==> src/rtl/instr_prefetch_queue.sv <==
// rtl/instr_prefetch_queue.sv - sequential instruction prefetch FIFO between the memory port and decode
module instr_prefetch_queue #(
    parameter int                 DEPTH        = 4,
    parameter logic [31:0]        BOOT_ADDR    = 32'h0000_0000,
    parameter int                 EXC_LEN      = 4,
    parameter logic [EXC_LEN-1:0] EXC_MISALIGN = EXC_LEN'(1)
) (
    input  logic                       clk,
    input  logic                       rst,
    output logic                       valid_out,
    output logic [31:0]                pc_out,
    output logic [31:0]                instr_out,
    output logic [EXC_LEN-1:0]         exc_out,
    input  logic                       consume_in,
    input  logic                       redirect_in,
    input  logic [31:0]                redirect_pc_in,
    output logic [$clog2(DEPTH):0]     count_out,
    output logic [31:0]                mem_addr_out,
    output logic                       mem_req_out,
    input  logic                       mem_ok_in,
    input  logic [31:0]                mem_data_in,
    input  logic [EXC_LEN-1:0]         mem_exc_in
);

    localparam int          AW  = $clog2(DEPTH);
    localparam int          CW  = AW + 1;
    localparam logic [31:0] NOP = 32'h0000_0013;

    logic [31:0]        pc_mem    [DEPTH];
    logic [31:0]        instr_mem [DEPTH];
    logic [EXC_LEN-1:0] exc_mem   [DEPTH];

    logic [AW-1:0] wr_ptr;
    logic [AW-1:0] rd_ptr;
    logic [CW-1:0] count;
    logic          halted;
    logic [31:0]   fetch_pc;
    logic          push;
    logic          pop;
    logic          misalign;

    // Only one request can be outstanding: it stays asserted until mem_ok_in completes it.
    assign mem_req_out  = !halted && !redirect_in && (count < CW'(DEPTH));
    assign push         = mem_req_out && mem_ok_in;
    assign valid_out    = (count != '0);
    assign pop          = valid_out && consume_in;
    assign misalign     = (redirect_pc_in[1:0] != 2'b00);
    assign mem_addr_out = fetch_pc;
    assign count_out    = count;

    assign pc_out    = pc_mem[rd_ptr];
    assign instr_out = instr_mem[rd_ptr];
    assign exc_out   = exc_mem[rd_ptr];

    always_ff @(posedge clk) begin
        if (rst) begin
            wr_ptr   <= '0;
            rd_ptr   <= '0;
            count    <= '0;
            halted   <= 1'b0;
            fetch_pc <= BOOT_ADDR;
            for (int i = 0; i < DEPTH; i++) begin
                pc_mem[i]    <= '0;
                instr_mem[i] <= '0;
                exc_mem[i]   <= '0;
            end
        end else if (redirect_in) begin
            // Redirect overrides any same-cycle push or pop.
            rd_ptr   <= '0;
            fetch_pc <= redirect_pc_in;
            if (misalign) begin
                pc_mem[0]    <= redirect_pc_in;
                instr_mem[0] <= NOP;
                exc_mem[0]   <= EXC_MISALIGN;
                wr_ptr       <= AW'(1);
                count        <= CW'(1);
                halted       <= 1'b1;
            end else begin
                wr_ptr <= '0;
                count  <= '0;
                halted <= 1'b0;
            end
        end else begin
            if (push) begin
                pc_mem[wr_ptr]    <= fetch_pc;
                instr_mem[wr_ptr] <= mem_data_in;
                exc_mem[wr_ptr]   <= mem_exc_in;
                wr_ptr            <= wr_ptr + AW'(1);
                fetch_pc          <= fetch_pc + 32'd4;
                if (mem_exc_in != '0) begin
                    halted <= 1'b1;
                end
            end
            if (pop) begin
                rd_ptr <= rd_ptr + AW'(1);
            end
            count <= count + CW'(push) - CW'(pop);
        end
    end

endmodule

==> config.mk <==
export PLATFORM = sky130hd
export DESIGN_NAME = instr_prefetch_queue
export DESIGN_NICKNAME = d
export VERILOG_FILES = /design/src/rtl/instr_prefetch_queue.sv
export SDC_FILE = /design/constraint.sdc
export NUM_CORES = 1
export LEC_CHECK = 0
export CAP_MARGIN = 20
export CORE_ASPECT_RATIO = 1.4
export CORE_MARGIN = 3
export CORE_UTILIZATION = 43
export DETAILED_ROUTE_END_ITERATION = 12
export GPL_ROUTABILITY_DRIVEN = 0
export PLACE_DENSITY = 0.62
export SLEW_MARGIN = 30
export SYNTH_ARGS = -nofsm -noshare
export SYNTH_HDL_FRONTEND = slang
export SYNTH_SLANG_ARGS = --single-unit
export TNS_END_PERCENT = 50
==> constraint.sdc <==
create_clock -name clk -period 17.36 [get_ports clk]
set_clock_uncertainty 0.05 [all_clocks]
set_input_delay 1.736 -clock clk [delete_from_list [all_inputs] [get_ports clk]]
set_output_delay 1.736 -clock clk [all_outputs]
set_load 0.02 [all_outputs]
==> impl_metrics.py <==
metrics = {
    "hold_path": {
        "min_path_type": "reg2reg",
        "min_path_cells": 2,
    },
    "power_and_ir_drop": {
        "leakage_uw": 0.00616,
        "ir_worst_vdd_uv": 63.8,
        "total_power_uw": 1730,
        "power_density_mw_per_mm2": 101,
    },
    "clocking": {
        "cts-resized-gates": 0,
        "cts_tree": "done",
        "cts_hold_buffers": 0,
        "clock_path_buffers": 3,
        "cts_inserted_buffers": 31,
        "cts-htree-levels": 1,
        "postCtsSetupRepairBufs": 0,
        "clkLatencyLatePin_ps": 560,
        "path_clk_slew_ps": 60,
        "cts_root_buf": "clkbuf_16",
        "cts_sinks": 314,
    },
    "cells_and_area": {
        "fin_nets": 1224,
        "final_util_pct": 53.9,
        "multi_input_area_sq_mm": 0.00454,
        "final-seq-area_sq_mm": 0.00902,
        "fill_cells": 2678,
        "finalNonFillerCells": 1566,
        "drive_gt1_share_pct": 13.5,
        "syn_to_final_growth_pct": 23.1,
    },
    "timing": {
        "slew-limit-headroom_pct": 40.1,
        "final.setup.tns_ps": 0,
        "fmax_mhz": 198,
        "finalSetupViolCount": 0,
        "setup_slack_ps": 12310,
        "final_max_slew_viol_count": 0,
        "final_hold_viol_count": 0,
        "rsz0062_at_grt": "no",
        "finalCriticalPeriod_ps": 5050,
        "period_share_pct": 29.1,
        "worst_slew_pin_slew_ps": 894,
    },
    "synth": {
        "synthCells": 989,
        "synth_seq_cells": 314,
        "synth_cell_types": 59,
        "synthFlopType": "edfxtp_1",
        "yosys_warnings": 0,
        "synthTopCellsByArea": "edfxtp_1 59%, mux4_2 11%, dfxtp_1 6.0%",
        "syn_nets": 1066,
        "synth-edff-count": 272,
        "synth_top_cell_by_area": "edfxtp_1",
        "netlist.area_leader.share_pct": 58.7,
        "ys_seq_area_share_pct": 64.7,
        "async_reset_ff_share_pct": 0,
        "netlist_area_sq_mm": 0.0139,
        "avgSynthCellArea_sq_um": 14.1,
    },
    "place": {
        "hpwlAfterDp_microns": 20700,
        "preCtsSetupSlack_ps": 11840,
        "numPortBuffers": 177,
        "dp_cells": 1508,
    },
    "flow_run": {
        "cap_violations": 0,
    },
    "worst_setup_path": {
        "crit_path_end": "pc_out[12]",
        "worst-path-max-fanout": 27,
        "cp.arrival_ps": 3260,
        "worst-r2r-setup-slack_ps": 13770,
        "reg2regPathDepth": 6,
        "cp-end-kind": "output pin",
        "path_buf_inv": 3,
        "critPathMaxStageDelay_ps": 650,
        "cp_data_required_time_ps": 15570,
        "critPathKind": "reg2out",
        "path_cells": "buf_12, buf_4, mux4_2, clkdlybuf4s50_1",
        "path_depth": 4,
        "cp_slowest_cell": "mux4_2",
        "cp-start-kind": "flip-flop",
        "critPathTopFamily": "buffers and inverters",
        "r2r_start": "count_out[2]",
        "reg2reg_to": "instr_mem[0][9]",
    },
    "drt": {
        "drt_iter0_markers": 604,
        "wire_per_inst_microns": 22.2,
        "via_per_inst": 5.65,
        "drt_first_pass_iters": 7,
        "via_count": 8854,
        "routed_wl_microns": 34700,
        "drc": 0,
        "postRouteAntennaNets": 0,
    },
    "die": {
        "core_area_sq_mm": 0.0318,
        "dieArea_sq_mm": 0.0346,
        "std_cell_rows": 77,
        "die_w_microns": 158,
        "dieHeight_microns": 219,
        "start_util_pct": 43.8,
        "ios": 178,
    },
    "grt": {
        "grt_pass1_wl_microns": 53700,
        "grt_max_degree": 69,
        "grt-ovfl-total": 0,
        "grt_pass1_vias": 9208,
        "antenna_found_initial": 1,
        "grt.total_usage_pct": 20.3,
    },
    "outcome": {
        "status": "completed",
    },
}
-- placed cells by master (no fill, tap or decap), drive strengths merged, types with 4 or more instances in the layout --
master / count
edfxtp: 272
clkdlybuf4s50: 176
nor2: 131
and2: 129
mux4: 68
inv: 44
dfxtp: 42
clkbuf: 40
a22oi: 35
nand2: 27
a21oi: 24
and3: 18
nand4: 16
buf: 16
nor3: 14
nand3: 13
clkinv: 12
a31oi: 10
xor2: 9
o22ai: 9
o21ai: 7
a221oi: 5
nor4: 5
or3: 4
xnor2: 4
mux2i: 4
mux2: 4
-- cells by family (layout without fill, tap and decap cells) --
group / Yosys count / count (layout) / synth area share (%)
AO/OA/AOI/OAI: 104 / 104 / 5.03
multiplexers: 76 / 76 / 11.6
AND/OR/NAND/NOR: 367 / 367 / 14.1
flip-flops: 314 / 314 / 64.7
XOR/XNOR: 13 / 13 / 0.818
adder cells (fa/ha/maj): 4 / 4 / 0.414
buffers and inverters: 111 / 292 / 3.24
other: 0 / 1 / 0
-- layout make-up --
type / count / area share, %
inverters: 44 / 0.979
well taps: 395 / 2.89
clock inverters: 16 / 0.672
clock buffers: 40 / 4.97
repair buffers: 192 / 11.3
multi-input cells: 564 / 26.5
flip-flops and latches: 314 / 52.6
diodes: 1 / 0.0146
-- sequential cells by signal, summed over array words and instances (netlist names), named ones only --
register / count
pc_mem: 128
rd_ptr: 2
wr_ptr: 2
exc_mem: 16
halted: 1
mem_addr_out: 32
count_out: 3
instr_mem: 128
-- stage by stage --
step / hold slack [ps] / cell area (sq um)
final: 503 / 17100
after global routing: 541 / 17100
after CTS: 507 / 17100
after detailed placement: 487 / 16100
after global placement: 479 / 16100
after floorplan: 449 / 13900
-- per-layer routing --
metal | wire, microns | global-route usage [%] | part of all wire [%]
met1 | 14000 | 26.9 | 40
met5 | 0 | 0 | 0
met4 | 738 | 5.39 | 2.1
met3 | 2080 | 2.58 | 6.0
met2 | 17900 | 35.4 | 51
-- synth_stat cells (all sizes together), types with 10 or more instances --
cell    count
a31oi      10
nand4      16
and2      129
nand3      13
nor2      131
and3       18
clkbuf     40
nor3       14
mux4       68
buf        27
a22oi      35
nand2      27
edfxtp    272
a21oi      24
dfxtp      42
inv        43
-- worst register-to-register path: cells and delay by family (launching register included) --
kind / cells / cell delay, ps
buffers and inverters: 1 / 390
DFF: 1 / 400
and+or+nand+nor: 5 / 2340
-- power by group --
group          internal (uW)  switching [uW]
Combinational           93.6             112
Sequential               861            21.9
Clock                    360             281
Total                   1310             415
-- worst min path at each step --
stage                     startpoint          endpoint  slack, ps
floorplan                     halted            halted        450
global placement     mem_addr_out[3]   mem_addr_out[3]        480
detailed placement         rd_ptr[1]         flip-flop        490
CTS                        rd_ptr[1]         flip-flop        510
global route        mem_addr_out[10]  mem_addr_out[10]        540
finish                     rd_ptr[1]         flip-flop        500
No activity file was read; power rests on OpenSTA's default activity.
